## config.mk

```make
export PLATFORM = sky130hd
export DESIGN_NAME = sysid_read_master
export DESIGN_NICKNAME = d
export VERILOG_FILES = /design/src/rtl/sysid_read_master.sv
export SDC_FILE = /design/constraint.sdc
export NUM_CORES = 1
export LEC_CHECK = 0
export ABC_AREA = 0
export CORE_ASPECT_RATIO = 0.5
export CORE_MARGIN = 2
export CORE_UTILIZATION = 44
export CTS_CLUSTER_DIAMETER = 200
export DETAILED_ROUTE_END_ITERATION = 16
export PLACE_DENSITY = 0.73
export SYNTH_ARGS = -nofsm -noshare
export SYNTH_HDL_FRONTEND = slang
export SYNTH_SLANG_ARGS = --single-unit
export TNS_END_PERCENT = 100
```

## constraint.sdc

```tcl
create_clock -name clock -period 2.2 [get_ports clock]
set_input_delay 0.66 -clock clock [delete_from_list [all_inputs] [get_ports clock]]
set_output_delay 0.66 -clock clock [all_outputs]
set_load 0.005 [all_outputs]
```

## src/rtl/sysid_read_master.sv

```systemverilog
// Reads the system-ID block through an Avalon-MM master port: word 1 (ID),
// then word 0 (timestamp), then compares both against the expected values.
// Each read attempt is bounded by a cycle budget and may be retried after a
// timeout. Results are held as sticky status flags until the next sequence.
//
// Handshake: the master raises read with a stable address and holds both
// until a cycle with read=1 and waitrequest=0 (command accepted). Data is
// taken only on a cycle with readdatavalid=1 that belongs to the accepted
// command: the acceptance cycle itself, or a later WAIT-state cycle.
// At most one read is outstanding; readdatavalid is ignored in any other
// state, including the one-cycle retry gap.
module sysid_read_master #(
    parameter logic [31:0] EXPECTED_ID    = 32'h619F_5ABF,
    parameter logic [31:0] EXPECTED_TS    = 32'h0000_0000,
    parameter int unsigned TIMEOUT_CYCLES = 255,
    parameter int unsigned MAX_RETRIES    = 3,
    parameter bit          AUTO_START     = 1'b1
) (
    input  logic        clock,
    input  logic        reset_n,
    input  logic        start,
    output logic        address,
    output logic        read,
    input  logic        waitrequest,
    input  logic        readdatavalid,
    input  logic [31:0] readdata,
    output logic [31:0] id_value,
    output logic [31:0] ts_value,
    output logic        busy,
    output logic        done,
    output logic        id_ok,
    output logic        err_mismatch,
    output logic        err_timeout,
    output logic [2:0]  dbg_state
);

    typedef enum logic [2:0] {
        S_IDLE    = 3'd0,
        S_ID_REQ  = 3'd1,
        S_ID_WAIT = 3'd2,
        S_TS_REQ  = 3'd3,
        S_TS_WAIT = 3'd4,
        S_CHECK   = 3'd5
    } state_t;

    // The attempt counter starts at 0 on the first cycle of an attempt, so an
    // attempt that has not captured by count TIMEOUT_CYCLES-1 has used its budget.
    localparam logic [15:0] CNT_LAST  = 16'(TIMEOUT_CYCLES - 1);
    localparam logic [3:0]  RETRY_MAX = 4'(MAX_RETRIES);

    state_t      state_q, state_d;
    logic        gap_q, gap_d;        // one read-low cycle before a retry
    logic [15:0] cnt_q, cnt_d;
    logic [3:0]  retry_q, retry_d;
    logic        addr_q, addr_d;
    logic [31:0] id_q, id_d;
    logic [31:0] ts_q, ts_d;
    logic        done_q, done_d;
    logic        id_ok_q, id_ok_d;
    logic        mism_q, mism_d;
    logic        tmo_q, tmo_d;
    logic        auto_q, auto_d;      // pending auto-start after reset release

    logic in_req;
    logic in_wait;
    logic is_id;
    logic read_int;
    logic accept;
    logic capture;
    logic timeout;
    logic match;

    assign in_req   = (state_q == S_ID_REQ) || (state_q == S_TS_REQ);
    assign in_wait  = (state_q == S_ID_WAIT) || (state_q == S_TS_WAIT);
    assign is_id    = (state_q == S_ID_REQ) || (state_q == S_ID_WAIT);
    assign read_int = in_req && !gap_q;
    assign accept   = read_int && !waitrequest;
    assign capture  = (accept || in_wait) && readdatavalid;
    // Capture takes priority: a response on the last budgeted cycle still counts.
    assign timeout  = (in_req || in_wait) && !gap_q && (cnt_q == CNT_LAST) && !capture;
    assign match    = (id_q == EXPECTED_ID) && (ts_q == EXPECTED_TS);

    // Next-state, counters, capture and status flag logic.
    always_comb begin
        state_d = state_q;
        gap_d   = gap_q;
        cnt_d   = cnt_q;
        retry_d = retry_q;
        addr_d  = addr_q;
        id_d    = id_q;
        ts_d    = ts_q;
        done_d  = done_q;
        id_ok_d = id_ok_q;
        mism_d  = mism_q;
        tmo_d   = tmo_q;
        auto_d  = auto_q;

        case (state_q)
            S_IDLE: begin
                if (start || auto_q) begin
                    state_d = S_ID_REQ;
                    auto_d  = 1'b0;
                    addr_d  = 1'b1;
                    gap_d   = 1'b0;
                    cnt_d   = '0;
                    retry_d = '0;
                    done_d  = 1'b0;
                    id_ok_d = 1'b0;
                    mism_d  = 1'b0;
                    tmo_d   = 1'b0;
                end
            end

            S_ID_REQ, S_ID_WAIT, S_TS_REQ, S_TS_WAIT: begin
                cnt_d = cnt_q + 16'd1;
                if (gap_q) begin
                    // Gap cycle: read is low; the next attempt starts fresh.
                    gap_d = 1'b0;
                    cnt_d = '0;
                end else if (capture) begin
                    if (is_id) begin
                        id_d    = readdata;
                        state_d = S_TS_REQ;
                        addr_d  = 1'b0;
                        cnt_d   = '0;
                        retry_d = '0;
                    end else begin
                        ts_d    = readdata;
                        state_d = S_CHECK;
                    end
                end else if (timeout) begin
                    if (retry_q < RETRY_MAX) begin
                        retry_d = retry_q + 4'd1;
                        gap_d   = 1'b1;
                        cnt_d   = '0;
                        state_d = is_id ? S_ID_REQ : S_TS_REQ;
                    end else begin
                        // Out of retries: abandon the sequence, skipping any TS read.
                        tmo_d   = 1'b1;
                        done_d  = 1'b1;
                        id_ok_d = 1'b0;
                        state_d = S_IDLE;
                    end
                end else if (accept) begin
                    state_d = is_id ? S_ID_WAIT : S_TS_WAIT;
                end
            end

            S_CHECK: begin
                id_ok_d = match;
                mism_d  = !match;
                done_d  = 1'b1;
                state_d = S_IDLE;
            end

            default: begin
                state_d = S_IDLE;
            end
        endcase
    end

    // State and datapath registers with synchronous active-low reset.
    always_ff @(posedge clock) begin
        if (!reset_n) begin
            state_q <= S_IDLE;
            gap_q   <= 1'b0;
            cnt_q   <= '0;
            retry_q <= '0;
            addr_q  <= 1'b0;
            id_q    <= '0;
            ts_q    <= '0;
            done_q  <= 1'b0;
            id_ok_q <= 1'b0;
            mism_q  <= 1'b0;
            tmo_q   <= 1'b0;
            auto_q  <= AUTO_START;
        end else begin
            state_q <= state_d;
            gap_q   <= gap_d;
            cnt_q   <= cnt_d;
            retry_q <= retry_d;
            addr_q  <= addr_d;
            id_q    <= id_d;
            ts_q    <= ts_d;
            done_q  <= done_d;
            id_ok_q <= id_ok_d;
            mism_q  <= mism_d;
            tmo_q   <= tmo_d;
            auto_q  <= auto_d;
        end
    end

    assign read         = read_int;
    assign address      = addr_q;
    assign id_value     = id_q;
    assign ts_value     = ts_q;
    assign busy         = (state_q != S_IDLE);
    assign done         = done_q;
    assign id_ok        = id_ok_q;
    assign err_mismatch = mism_q;
    assign err_timeout  = tmo_q;
    assign dbg_state    = state_q;

endmodule

```

* Word-level counts from Yosys, hierarchy flattened
Index checks and enable logic that the tools add are counted.
** Storage, ports and cells
- Register bits after elaboration :: 94
- Output and inout port bits :: 74
- RAM bits :: 0
- Bits in read-only memories :: 0
- Memories :: 0
- Logic and storage cells :: 116
- Latch bits :: 0
- Bits of input ports :: 37
** Cells by class
- Div/mod/pow operators :: 0
- Shifts and indexed selects :: 0
- Multiply operators :: 0
- $lt $le $gt $ge :: 1
- Mux-type cells :: 47
- Add/sub/neg operators :: 2
- Bitwise logic cells :: 2
- Reduce and logical (&&, ||, !) cells :: 34
- Eq/ne operators :: 18
** Operators by type and width (number)
- 16-bit 2-to-1 mux :: 6
- 32-bit by 31-bit == test with 1-bit output, second input constant :: 1
- 32-bit logical NOT :: 1
- 16-bit one-hot mux with 2 select lines :: 1
- 4-bit 2-to-1 mux :: 6
- 3-bit 2-to-1 mux :: 7
- 6-bit AND reduction :: 3
- 1-bit 2-to-1 mux :: 17
- 16-bit by 1-bit adder with 16-bit output, second input constant :: 1
- 16-bit by 8-bit == test with 1-bit output, second input constant :: 1
- 2-bit != test, second input constant :: 7
- 3-bit != test, second input constant :: 3
- 1-bit one-hot mux with 2 select lines :: 4
- 4-bit one-hot mux with 2 select lines :: 1
- 4-bit AND reduction :: 2
- 1-bit logical AND :: 7
- 3-bit by 2-bit == test with 1-bit output, second input constant :: 2
- 3-bit == test, second input constant :: 2
- 1-bit logical OR :: 6
- 1-bit one-hot mux with 3 select lines :: 2
- 3-bit one-hot mux with 2 select lines :: 1
- 2-bit AND reduction :: 3
- 3-bit nonzero test :: 2
- 5-bit AND reduction :: 1
- other kinds (11) :: 17

* Longest topological paths before layout
- Word-level depth :: 12
- Gate-level depth with buffers :: 8

* Worst setup path before layout
Ideal clock, no wire load.
- Kind :: register -> register
- From :: register cnt_q[1]
- To :: register state_q[2], in the netlist dbg_state[2]
- Buffers on the path :: 0
- Stages on the path, launching flop included :: 7
- Arrival time :: 1.972 ns
- Path slack :: 0.110 ns
- Cells stage by stage :: dfxtp_1 > ha_1 > or4b_4 > nor4_4 > a21oi_2 > a211o_1 > a32o_1
** Between the ends
- Longest elaborated chain between the ends :: 7
- Elaborated cells on any way between the ends :: 9
- Those cells by class :: eq/ne (2); mux (4); reduce/logical (3)
** Ends and longest elaborated chain
- start, declared :: line 53 : logic [15:0] cnt_q, cnt_d;
- start signal, assigned :: line 180 : cnt_q <= cnt_d;
- 16-bit by 8-bit == test with 1-bit output (*) :: line 80 : assign timeout = (in_req || in_wait) && !gap_q && (cnt_q == CNT_LAST) && !capture;
- 1-bit logical AND (*) (2 in a row) :: line 80
- 3-bit 2-to-1 mux :: line 131 : end else if (timeout) begin
- 3-bit 2-to-1 mux :: line 120 : end else if (capture) begin
- 3-bit 2-to-1 mux :: line 116 : if (gap_q) begin
- 3-bit one-hot mux with 2 select lines :: line 98 : case (state_q)
- end signal, assigned :: line 178 : state_q <= state_d;
- end, declared :: line 51 : state_t state_q, state_d;
Every way passes the cells marked *; elsewhere a longest branch is shown, timed or not. The select of a mux whose other input is x is not followed.
A chain may end at the register's enable or synchronous reset.

* Worst setup path after layout
- From :: register cnt_q[0]
- To :: register state_q[2], in the netlist dbg_state[2]
The elaborated chain is that of the path after synthesis.

==> reports/results.ini <==
[synth]
synthTopCellsByCount=nand2_1, dfxtp_1, a21oi_1
async_flop_share=0
ys.flop_type=dfxtp_1
ys_top_cells_by_area=dfxtp_1, nand2_1, a21oi_1
yosysMostFrequentCell=nand2_1
synth_top_cell_by_area=dfxtp_1
syn_area_per_cell_um2=8.05
ys_types=57
synth_warnings=0
synth_top_area_share=0.456
synth_nets=553
synth_edf_count=0
netlist_area_um2=4130
ys_seq_area_frac=0.456
post_synth_inst_count=513
ys_ff_latch=94

[setup_path]
crit_path_end_kind=flip-flop
arrival_ns=2.42
worstPathMaxFanout=6
path_buf_inv=2
critical_path.endpoint=dbg_state[2]
reg2reg_depth=8
cp.depth=8
start_kind=flip-flop
worstReg2RegEnd=dbg_state[2]
path_cells=inv_1 > ha_2 > or4b_4 > nor4_4 > buf_4 > a21oi_2 > a211o_1 > a32o_1
crit_path_start=cnt_q[0]
required_ns=2.44
rrSetupSlack_ns=0.02
critPathTopFamily=simple AND/OR/NAND/NOR gates
r2r_start=cnt_q[0]
crit_slowest_cell=or4b_4
max_stage_delay_ns=0.47
path_class=reg2reg

[clock_tree]
cts_buffers=9
clock_sinks=94
root_buffer=clkbuf_16
clk_path_buf_depth=2
clk-insertion-delay-late_ns=0.35
cts_tree=built
clkSlewWorstSetupHoldPaths_ns=0.07
holdBufCountCts=0
htreeDepth=3

[power_and_ir_drop]
power_density_nw_per_um2=935
seqPwrFrac=0.361
p_leak_nw=2.15
power.share.clock=0.279
switchingPower_w=0.00189
swShare=0.335
p_comb_frac=0.360
peakVddDrop_v=0.000486
p_int_w=0.00375

[grt]
first_global_vias=3928
antenna_found_initial=0
grt_max_degree=56
groute.usage.overall=0.245
grt.overflow.total=0
grt_pass1_wl_um=19800

[die]
die_w_um=141
rows=24
boundaryPins=111
start_util=0.463
die_h_um=72.5
fp.coreArea_um2=8920
die_area_um2=10200

[sta]
timing.fmax_mhz=458
finalCritPeriodShare=0.992
timing.slew.headroom=0.670
hold_viol=0
setup-tns-final_ns=0
setup_viol=0
fin_skew_ns=0.0102
worst_pin_slew_ns=0.490
fin_crit_ns=2.18
grt_setup_unrepaired=true
drv_slew=0

[detailed_routing]
drt-total-wl_um=12500
routed-via-count=4248
vias_per_cell=5.49
wl_per_cell_um=16.1
drcViolationCount=0
drt_iter0_drc=310
dr.pass1.iters=4
ant_nets=0

[layout]
post-route-util=0.676
layout-area-overhead-vs-synth_pct=46.0
antenna_cells=0
drive_gt1_frac=0.135
fin_nets=692

[worst_hold_path]
hold_class=reg2reg

[job]
drv_cap=0

[status]
outcome=finished, final reports clean

[placed_design]
gp_congestion=0.871
hpwl_um=8350
port_buffers=110

## cell usage in the layout, fill, tap and decap left out, types with 3 or more instances in the layout
cell               n
xor2_1             6
nand3_1           17
dfxtp_2            3
buf_4             42
nand2_1          148
nor4bb_1           4
nor4b_1            4
dfxtp_1           90
o21ai_0            9
and3_1             4
o22ai_1            3
inv_1              6
nor3_1             3
nor2_1            16
a21oi_1           71
mux2i_1            3
nand4_1            9
nor4_1             9
o211a_1            3
or4_1              6
inv_8              3
clkbuf_16          9
buf_12             5
a31oi_1           16
nor3_4             4
clkdlybuf4s50_1  108
## power groups by stage
stage | Combinational [W] | Clock (W) | Sequential, W
4_1_cts | 0.00188 | 0.00160 | 0.00203
5_1_grt | 0.00220 | 0.00167 | 0.00206
2_1_floorplan | 0.000962 | 0 | 0.00205
6_report | 0.00203 | 0.00157 | 0.00204
3_5_place_dp | 0.00183 | 0 | 0.00206
3_3_place_gp | 0.00181 | 0 | 0.00206
## registers in the layout (all words and copies together), names as in the netlist
register and count:
done 1, id_value 32, err_timeout 1, cnt_q 16, address 1, gap_q 1, dbg_state 3, retry_q 4
ts_value 32, auto_q 1, err_mismatch 1, id_ok 1
## worst register-to-register path, cell delays in order (launching register included)
cell and delay, ns:
dfxtp_2 0.32, inv_1 0.05, ha_2 0.18, or4b_4 0.47
nor4_4 0.23, buf_4 0.19, a21oi_2 0.07, a211o_1 0.30
a32o_1 0.25
## layer usage
metal,up-vias,share of wire,global-route usage
met1,2010,0.44,0.305
met5,-,0,0
met2,126,0.48,0.409
met4,0,0.020,0.0978
li1,2091,-,-
met3,21,0.057,0.0680
## logic make-up after synthesis
family          Yosys count  synth area share
compound gates          119             0.166
mux                       3           0.00728
buf+inv                  39            0.0427
xor+xnor                  7            0.0149
simple gates            248             0.304
flops                    94             0.456
fa+ha+maj                 3           0.00909
## stage by stage
stage                     instances  setup slack, ns  area [µm²]  power, W  hold WS, ns
after CTS                       765           0.0127        5930   0.00550        0.457
final                           774           0.0169        6030   0.00563        0.454
after floorplan                 513            0.110        4130   0.00301        0.439
after global routing            774          -0.0559        6030   0.00593        0.492
after global placement          748           -0.362        5600   0.00387        0.444
after detailed placement        748           -0.406        5600   0.00389        0.447
## worst min-delay path by stage
stage,depth (start not counted),to,start
6_report,2,address,address
5_1_grt,2,id_value[7],id_value[7]
4_1_cts,2,address,address
3_5_place_dp,2,address,address
3_3_place_gp,2,address,address
2_1_floorplan,1,cnt_q[7],cnt_q[7]
## repair_timing
| item | in CTS | in global routing |
|---|---|---|
| endpoints found under the setup margin | 10 | 34 |
| resized for setup | 8 | 10 |
| pin swaps | 1 | 6 |
| gates cloned | 0 | 1 |
| setup buffers | 1 | 8 |
## final cells by class
cell class / count / area [µm²]
Clock buffer: 10 / 239
Clock inverter: 6 / 60.1
Fill cell: 725 / 2890
Inverter: 7 / 26.3
Multi-Input combinational cell: 380 / 2120
Sequential cell: 94 / 1890
Tap cell: 117 / 146
Timing Repair Buffer: 160 / 1550
No activity file was read; power rests on OpenSTA's default activity.
